**config.mk**
```make
export PLATFORM = sky130hd
export DESIGN_NAME = ifm_buf
export DESIGN_NICKNAME = d
export VERILOG_FILES = /design/src/rtl/ifm_buf_pkg.sv /design/src/rtl/ifm_buf_ram.sv /design/src/rtl/ifm_buf.sv
export SDC_FILE = /design/constraint.sdc
export NUM_CORES = 2
export LEC_CHECK = 0
export ABC_AREA = 1
export CAP_MARGIN = 20
export CORE_ASPECT_RATIO = 1.1
export CORE_UTILIZATION = 30
export CTS_CLUSTER_DIAMETER = 30
export DETAILED_ROUTE_END_ITERATION = 6
export GPL_TIMING_DRIVEN = 0
export HOLD_SLACK_MARGIN = 0.03
export REMOVE_ABC_BUFFERS = 1
export SYNTH_ARGS = -nofsm -noshare
export SYNTH_HDL_FRONTEND = slang
export SYNTH_MEMORY_MAX_BITS = 65536
export SYNTH_SLANG_ARGS = --single-unit
```
**constraint.sdc**
```tcl
create_clock -name clock -period 10.3 [get_ports clock]
set_clock_uncertainty 0.05 [all_clocks]
set_input_delay 1.03 -clock clock [delete_from_list [all_inputs] [get_ports clock]]
set_output_delay 1.03 -clock clock [all_outputs]
set_load 0.01 [all_outputs]
```
**src/rtl/ifm_buf_pkg.sv**
```systemverilog
// Shared constants, lane geometry and control-state encoding for the ifm_buf staging buffer.
// No logic and no latency; the package only holds types and widths.
package ifm_buf_pkg;

    localparam int DEPTH  = 32;
    localparam int ADDR_W = 5;
    localparam int DATA_W = 128;
    localparam int NUM_W  = 4;

    localparam int LANE_W = 16;
    localparam int LANES  = 8;

    typedef enum logic [1:0] {
        EMPTY = 2'd0,
        FILL  = 2'd1,
        READY = 2'd2
    } state_t;

endpackage

```
**src/rtl/ifm_buf_ram.sv**
```systemverilog
// Simple dual-port row store: one write port and one registered read port.
// Latency: read data appears the cycle after rd_en is sampled; writes land at the clock edge.
// Backpressure: none; the caller guarantees reads and writes never target the same entry together.
module ifm_buf_ram #(
    parameter int DEPTH  = 32,
    parameter int ADDR_W = 5,
    parameter int WORD_W = 132
) (
    input  logic              clock,
    input  logic              rst_n,
    input  logic              wr_en,
    input  logic [ADDR_W-1:0] wr_addr,
    input  logic [WORD_W-1:0] wr_dat,
    input  logic              rd_en,
    input  logic [ADDR_W-1:0] rd_addr,
    output logic [WORD_W-1:0] rd_dat
);

    logic [WORD_W-1:0] mem [DEPTH];

    // Storage array carries no reset so it can map onto a RAM macro.
    always_ff @(posedge clock) begin
        if (wr_en) begin
            mem[wr_addr] <= wr_dat;
        end
    end

    always_ff @(posedge clock or negedge rst_n) begin
        if (!rst_n) begin
            rd_dat <= '0;
        end else if (rd_en) begin
            rd_dat <= mem[rd_addr];
        end
    end

endmodule

```
**src/rtl/ifm_buf.sv**
```systemverilog
// Batch staging buffer for unrolled IFM rows; fills from img2col, drains in address order.
// Latency: one cycle from accepted rd_en to rd_valid/rd_data; buf_empty rises with the rd_last row.
// Backpressure: writes during READY are dropped (sticky wr_err); rd_en outside READY is ignored.
// Build option IFM_BUF_ZERO_PAD_EN zeroes lanes at or above rd_num_valid on read.
module ifm_buf #(
    parameter int DEPTH  = ifm_buf_pkg::DEPTH,
    parameter int ADDR_W = ifm_buf_pkg::ADDR_W,
    parameter int DATA_W = ifm_buf_pkg::DATA_W,
    parameter int NUM_W  = ifm_buf_pkg::NUM_W
) (
    input  logic              clock,
    input  logic              rst_n,
    input  logic              ifm_wr_en,
    input  logic [ADDR_W-1:0] ifm_wr_addr,
    input  logic [DATA_W-1:0] pixels_in,
    input  logic [NUM_W-1:0]  valid_num,
    input  logic              i2c_ready,
    input  logic              rd_en,
    output logic [DATA_W-1:0] rd_data,
    output logic [NUM_W-1:0]  rd_num_valid,
    output logic              rd_valid,
    output logic              rd_last,
    output logic              buf_empty,
    output logic              wr_err
);

    import ifm_buf_pkg::*;

    localparam int WORD_W = DATA_W + NUM_W;

    state_t            state;
    state_t            state_nxt;
    logic [ADDR_W-1:0] rp;
    logic [ADDR_W-1:0] rp_nxt;
    logic [ADDR_W:0]   cnt;
    logic [ADDR_W:0]   cnt_nxt;

    logic              wr_ok;
    logic              wr_drop;
    logic              pop;
    logic              pop_last;
    logic [ADDR_W:0]   wr_len;
    logic [NUM_W-1:0]  num_clamped;
    logic [WORD_W-1:0] ram_wr_dat;
    logic [WORD_W-1:0] ram_rd_dat;
    logic [DATA_W-1:0] ram_row;

    assign wr_ok    = ifm_wr_en && (state != READY);
    assign wr_drop  = ifm_wr_en && (state == READY);
    assign pop      = rd_en && (state == READY);
    assign wr_len   = {1'b0, ifm_wr_addr} + (ADDR_W+1)'(1);
    assign pop_last = pop && ({1'b0, rp} == (cnt - (ADDR_W+1)'(1)));

    assign num_clamped = (valid_num > NUM_W'(LANES)) ? NUM_W'(LANES) : valid_num;
    assign ram_wr_dat  = {num_clamped, pixels_in};

    always_ff @(posedge clock or negedge rst_n) begin
        if (!rst_n) begin
            state <= EMPTY;
            rp    <= '0;
            cnt   <= '0;
        end else begin
            state <= state_nxt;
            rp    <= rp_nxt;
            cnt   <= cnt_nxt;
        end
    end

    // Batch length is the highest written address + 1, restarted by the first write after EMPTY.
    always_comb begin
        state_nxt = state;
        rp_nxt    = rp;
        cnt_nxt   = cnt;
        buf_empty = (state == EMPTY);
        case (state)
            EMPTY: begin
                if (wr_ok) begin
                    cnt_nxt   = wr_len;
                    state_nxt = FILL;
                end
            end
            FILL: begin
                if (wr_ok && (wr_len > cnt)) begin
                    cnt_nxt = wr_len;
                end
                if (i2c_ready) begin
                    state_nxt = READY;
                end
            end
            READY: begin
                if (pop_last) begin
                    state_nxt = EMPTY;
                    rp_nxt    = '0;
                    cnt_nxt   = '0;
                end else if (pop) begin
                    rp_nxt = rp + ADDR_W'(1);
                end
            end
            default: begin
                state_nxt = EMPTY;
                rp_nxt    = '0;
                cnt_nxt   = '0;
            end
        endcase
    end

    always_ff @(posedge clock or negedge rst_n) begin
        if (!rst_n) begin
            rd_valid <= 1'b0;
            rd_last  <= 1'b0;
            wr_err   <= 1'b0;
        end else begin
            rd_valid <= pop;
            rd_last  <= pop_last;
            if (wr_drop) begin
                wr_err <= 1'b1;
            end
        end
    end

    ifm_buf_ram #(
        .DEPTH  (DEPTH),
        .ADDR_W (ADDR_W),
        .WORD_W (WORD_W)
    ) u_ram (
        .clock   (clock),
        .rst_n   (rst_n),
        .wr_en   (wr_ok),
        .wr_addr (ifm_wr_addr),
        .wr_dat  (ram_wr_dat),
        .rd_en   (pop),
        .rd_addr (rp),
        .rd_dat  (ram_rd_dat)
    );

    assign ram_row      = ram_rd_dat[DATA_W-1:0];
    assign rd_num_valid = ram_rd_dat[DATA_W +: NUM_W];

`ifdef IFM_BUF_ZERO_PAD_EN
    always_comb begin
        rd_data = ram_row;
        for (int k = 0; k < LANES; k++) begin
            if (k >= int'(rd_num_valid)) begin
                rd_data[k*LANE_W +: LANE_W] = '0;
            end
        end
    end
`else
    assign rd_data = ram_row;
`endif

endmodule

```
==> results.txt <==
* Maximum fanout along the worst path: 206
* Post-Layout Cell Count: 21700
- Clock tree synthesis inserted a total of 578 buffers.
* Largest area contributor in the netlist: sky130_fd_sc_hd__edfxtp_1
- Die Footprint: 574000 sq um
- The checks that failed: DRC.
- Combined global-route utilization of all metal layers: 0.174
* Worst hold stages: 1
- During synthesis, Yosys emitted a total of 0 warnings.
- Number of synthesized register bits: 4372
- Startpoint of the most critical hold path: wr_err
* Core Rows: 290
- Delay contributed by the slowest stage of the critical path: 0.94 ns
- Dividing the final minimum period by the clock period gives 0.535.
- Drt drc: 32
* Distinct cells, synth: 30
- The first detailed-routing pass ran for 7 iterations.
- The die is 723 um wide.
- Counting along the longest clock path gives a buffer depth of 4.
* Total number of H-tree levels: 6
- Weighted congestion at the end of routability-driven global placement: 0.692
- The top cell types in the final layout, fill and taps aside, are sky130_fd_sc_hd__edfxtp_1 (4224), sky130_fd_sc_hd__nor2_1 (2971), sky130_fd_sc_hd__o21ai_0 (2145).
* Area contributors post-synth: sky130_fd_sc_hd__edfxtp_1 (74%), sky130_fd_sc_hd__nor2_1 (6.6%), sky130_fd_sc_hd__o21ai_0 (6.3%), sky130_fd_sc_hd__o211ai_1 (2.3%), sky130_fd_sc_hd__nand2_1 (2.2%)
- Count of buffers inserted at the top-level ports: 277
- Highest ir drop seen on vdd: 0.239 mV
* Max-Slew Margin vs Limit: 0.261
- For this design the top-level I/O count stands at 278.
- Routed wire length: 521000 um
- R2r worst-path depth: 15
* Area of the multi-input gates: 36800 sq um
- Max-cap violations in this run came to 0.
- Clock latency reported for the late side of the worst-skew pair: 0.96 ns
* Vias in the first global route: 104000
* Synthesized area: 171000 sq um
* Pin count of the biggest net entering global routing: 207
- Of the post-synthesis cell area, the dominant cell type holds 0.740.
* Post-CTS Setup Repair Bufs: 0
* Hold Vio Cnt, Final: 0
- Share of final-layout standard cells stronger than drive strength 1: 0.0978
- Initial Utilization: 0.302
- After clock tree synthesis, the clock-pin slew on the worst setup and hold paths is 0.05 ns.
- The layout has 53000 filler cells.
- Worst endpoint required time: 11.05 ns
* Type of destination of the critical path: flip-flop
- HPWL after detailed placement: 304000 um
* Max Clock Freq: 182 MHz
- Standard cell with the maximum stage delay on the critical path: sky130_fd_sc_hd__dfrtp_4
- Area inside the core boundary: 568000 sq um
- Via total after detailed routing: 110000
* Die Ht: 795 um
* Grt total ovfl: 0
* Leading register cell type out of synthesis: sky130_fd_sc_hd__edfxtp_1
* Final hold slack: 0.423 ns
* CTS tree: built
* Final Max Tran Viols: 0
- Cell Pwr Density: 255 nW/um^2
- Per-cell routed wire length: 24.0 um
* Post-layout min period: 5.51 ns
- After the last flow step, the layout net total stands at 13800.
- The first global-routing pass estimated 738000 um of wire.
- In this run, the number of DRC markers left after iteration 0 of detailed routing was 10900.
- STA classifies the critical path startpoint as a flip-flop.
- At the worst endpoint, the arrival time is 6.26 ns.
- For this run, the register share of the synthesized area comes to 0.762.
- Using the TritonRoute via totals, the vias-per-cell ratio works out to 5.07.
- Worst slew pin tran: 1.11 ns
- Compared with the post-synthesis result, the final layout area differs by 21.8%.
* Seq. cell area: 131000 sq um
- In this run the critical register-to-register path is captured at u_ram.rd_dat[13].
- Leaving out fill and tap cells, the most frequent cell in the layout is sky130_fd_sc_hd__edfxtp_1.
- Root Buffer Master: sky130_fd_sc_hd__clkbuf_16
- Synth Area per Inst: 12.9 sq um
- WHS Endpoint: wr_err
* Worst path cell trace: buf_16 > buf_16 > buf_16 > clkinv_8 > buf_16 > buf_16 > buf_16 > o21ai_0 > o21ai_1 > nand2_1 > nand2_1 > nor2_1 > nand2_1 > nand3_1 > nand2_1
- The number of antenna violations at the first check in global routing came to 99.
- The setup path with the least slack is of type reg -> reg.
- Summed over all cells, the static leakage comes to 67.5 nW.
- Run status: complete, but fails checks
* Cell count after synthesis: 13300
* Fraction of synthesis flops using an asynchronous set or reset pin: 0.0339
- Final number of setup-violating endpoints: 0
* Worst setup slack for register-to-register paths: 4.79 ns
- Setup repair after global routing missed its margin: no
- The synthesized design contains 4224 enable-type register cells.
- Total instance count after detailed placement: 20600
- The startpoint identified for the worst register-to-register timing path is rp[0].
- Counting stages on the worst path, the most repeated cell is sky130_fd_sc_hd__buf_16.
- Number of sinks handled by clock tree synthesis: 4372
* Hold WC Path Type: reg -> reg
- Final ANT Viol Nets: 0
[state kept, by name, indices dropped and copies added, names as in the netlist]
name / count
rd_last: 1
u_ram.mem: 4224
rp: 5
rd_valid: 1
wr_err: 1
state: 2
cnt: 6
u_ram.rd_dat: 132
[area by class of cell]
| type | instances | share of cell area |
|---|---|---|
| Sequential cell | 4372 | 0.626 |
| Multi-Input combinational cell | 7888 | 0.176 |
| Clock buffer | 655 | 0.0732 |
| Timing Repair Buffer | 680 | 0.0565 |
| Tap cell | 7592 | 0.0455 |
| Clock inverter | 388 | 0.0202 |
| Inverter | 109 | 0.00226 |
| Antenna cell | 39 | 0.000468 |
[what timing repair did]
action,CTS,global route
endpoints found under the hold margin,11,0
endpoints found under the setup margin,0,0
hold buffers,1,0
resized for setup,0,0
[worst max-delay path by stage]
| stage | depth (start not counted) | slack [ns] | to | from |
|---|---|---|---|---|
| 2_1_floorplan | 10 | -70.27 | u_ram.rd_dat[54] | rp[0] |
| 3_3_place_gp | 10 | -182.84 | u_ram.rd_dat[54] | rp[0] |
| 3_5_place_dp | 15 | 4.80 | u_ram.rd_dat[0] | rp[0] |
| 4_1_cts | 15 | 4.77 | u_ram.rd_dat[0] | rp[0] |
| 5_1_grt | 15 | 4.48 | u_ram.rd_dat[13] | rp[0] |
| 6_report | 15 | 4.79 | u_ram.rd_dat[13] | rp[0] |
[routing by layer]
| metal | wire (um) | GRT usage |
|---|---|---|
| met3 | 42600 | 0.0359 |
| met2 | 254000 | 0.294 |
| met1 | 203000 | 0.216 |
| met4 | 21200 | 0.0710 |
| met5 | 232 | 0 |
[where the power goes]
group | internal [mW] | total [mW] | switching (mW)
Clock | 12.3 | 20.2 | 7.85
Sequential | 20.0 | 20.2 | 0.275
Combinational | 4.29 | 12.9 | 8.61
[per-stage QoR]
stage	area (sq um)	TNS (ns)	util	setup slack, ns	power [mW]
after floorplan	167000	-9672.02	-	-70.27	27.3
after global placement	180000	-	0.316	-182.84	28.6
after detailed placement	189000	0	0.333	4.80	33.5
after CTS	209000	0	0.367	4.77	53.6
after global routing	209000	0	0.367	4.48	55.7
final	209000	0	0.367	4.79	53.3
[worst max-delay path: cells and delay by family, from the launching register on]
family                 cells  cell delay [ns]
buffers and inverters      7             2.64
flip-flops                 1             0.94
AND/OR/NAND/NOR            6             0.68
AO/OA/AOI/OAI              2             0.42
[cells in the mapped netlist, types with 106 or more instances]
| cell type | count |
|---|---|
| sky130_fd_sc_hd__o21ai_0 | 2145 |
| sky130_fd_sc_hd__dfrtp_1 | 148 |
| sky130_fd_sc_hd__o211ai_1 | 531 |
| sky130_fd_sc_hd__edfxtp_1 | 4224 |
| sky130_fd_sc_hd__a21oi_1 | 198 |
| sky130_fd_sc_hd__nand2_1 | 1008 |
| sky130_fd_sc_hd__nand3_1 | 411 |
| sky130_fd_sc_hd__buf_2 | 164 |
| sky130_fd_sc_hd__inv_1 | 106 |
| sky130_fd_sc_hd__o21ai_1 | 152 |
| sky130_fd_sc_hd__o22ai_1 | 348 |
| sky130_fd_sc_hd__nor2_1 | 3007 |
| sky130_fd_sc_hd__clkbuf_1 | 553 |
| sky130_fd_sc_hd__buf_1 | 128 |
[logic make-up after synthesis]
family	after synthesis	share of synthesized area
XOR/XNOR	5	0.000256
AO/OA/AOI/OAI	3378	0.109
flip-flops	4372	0.762
adder cells (fa/ha/maj)	12	0.000876
buffers and inverters	1020	0.0252
AND/OR/NAND/NOR	4493	0.103
Note: power is estimated with default switching activity, not from simulation.
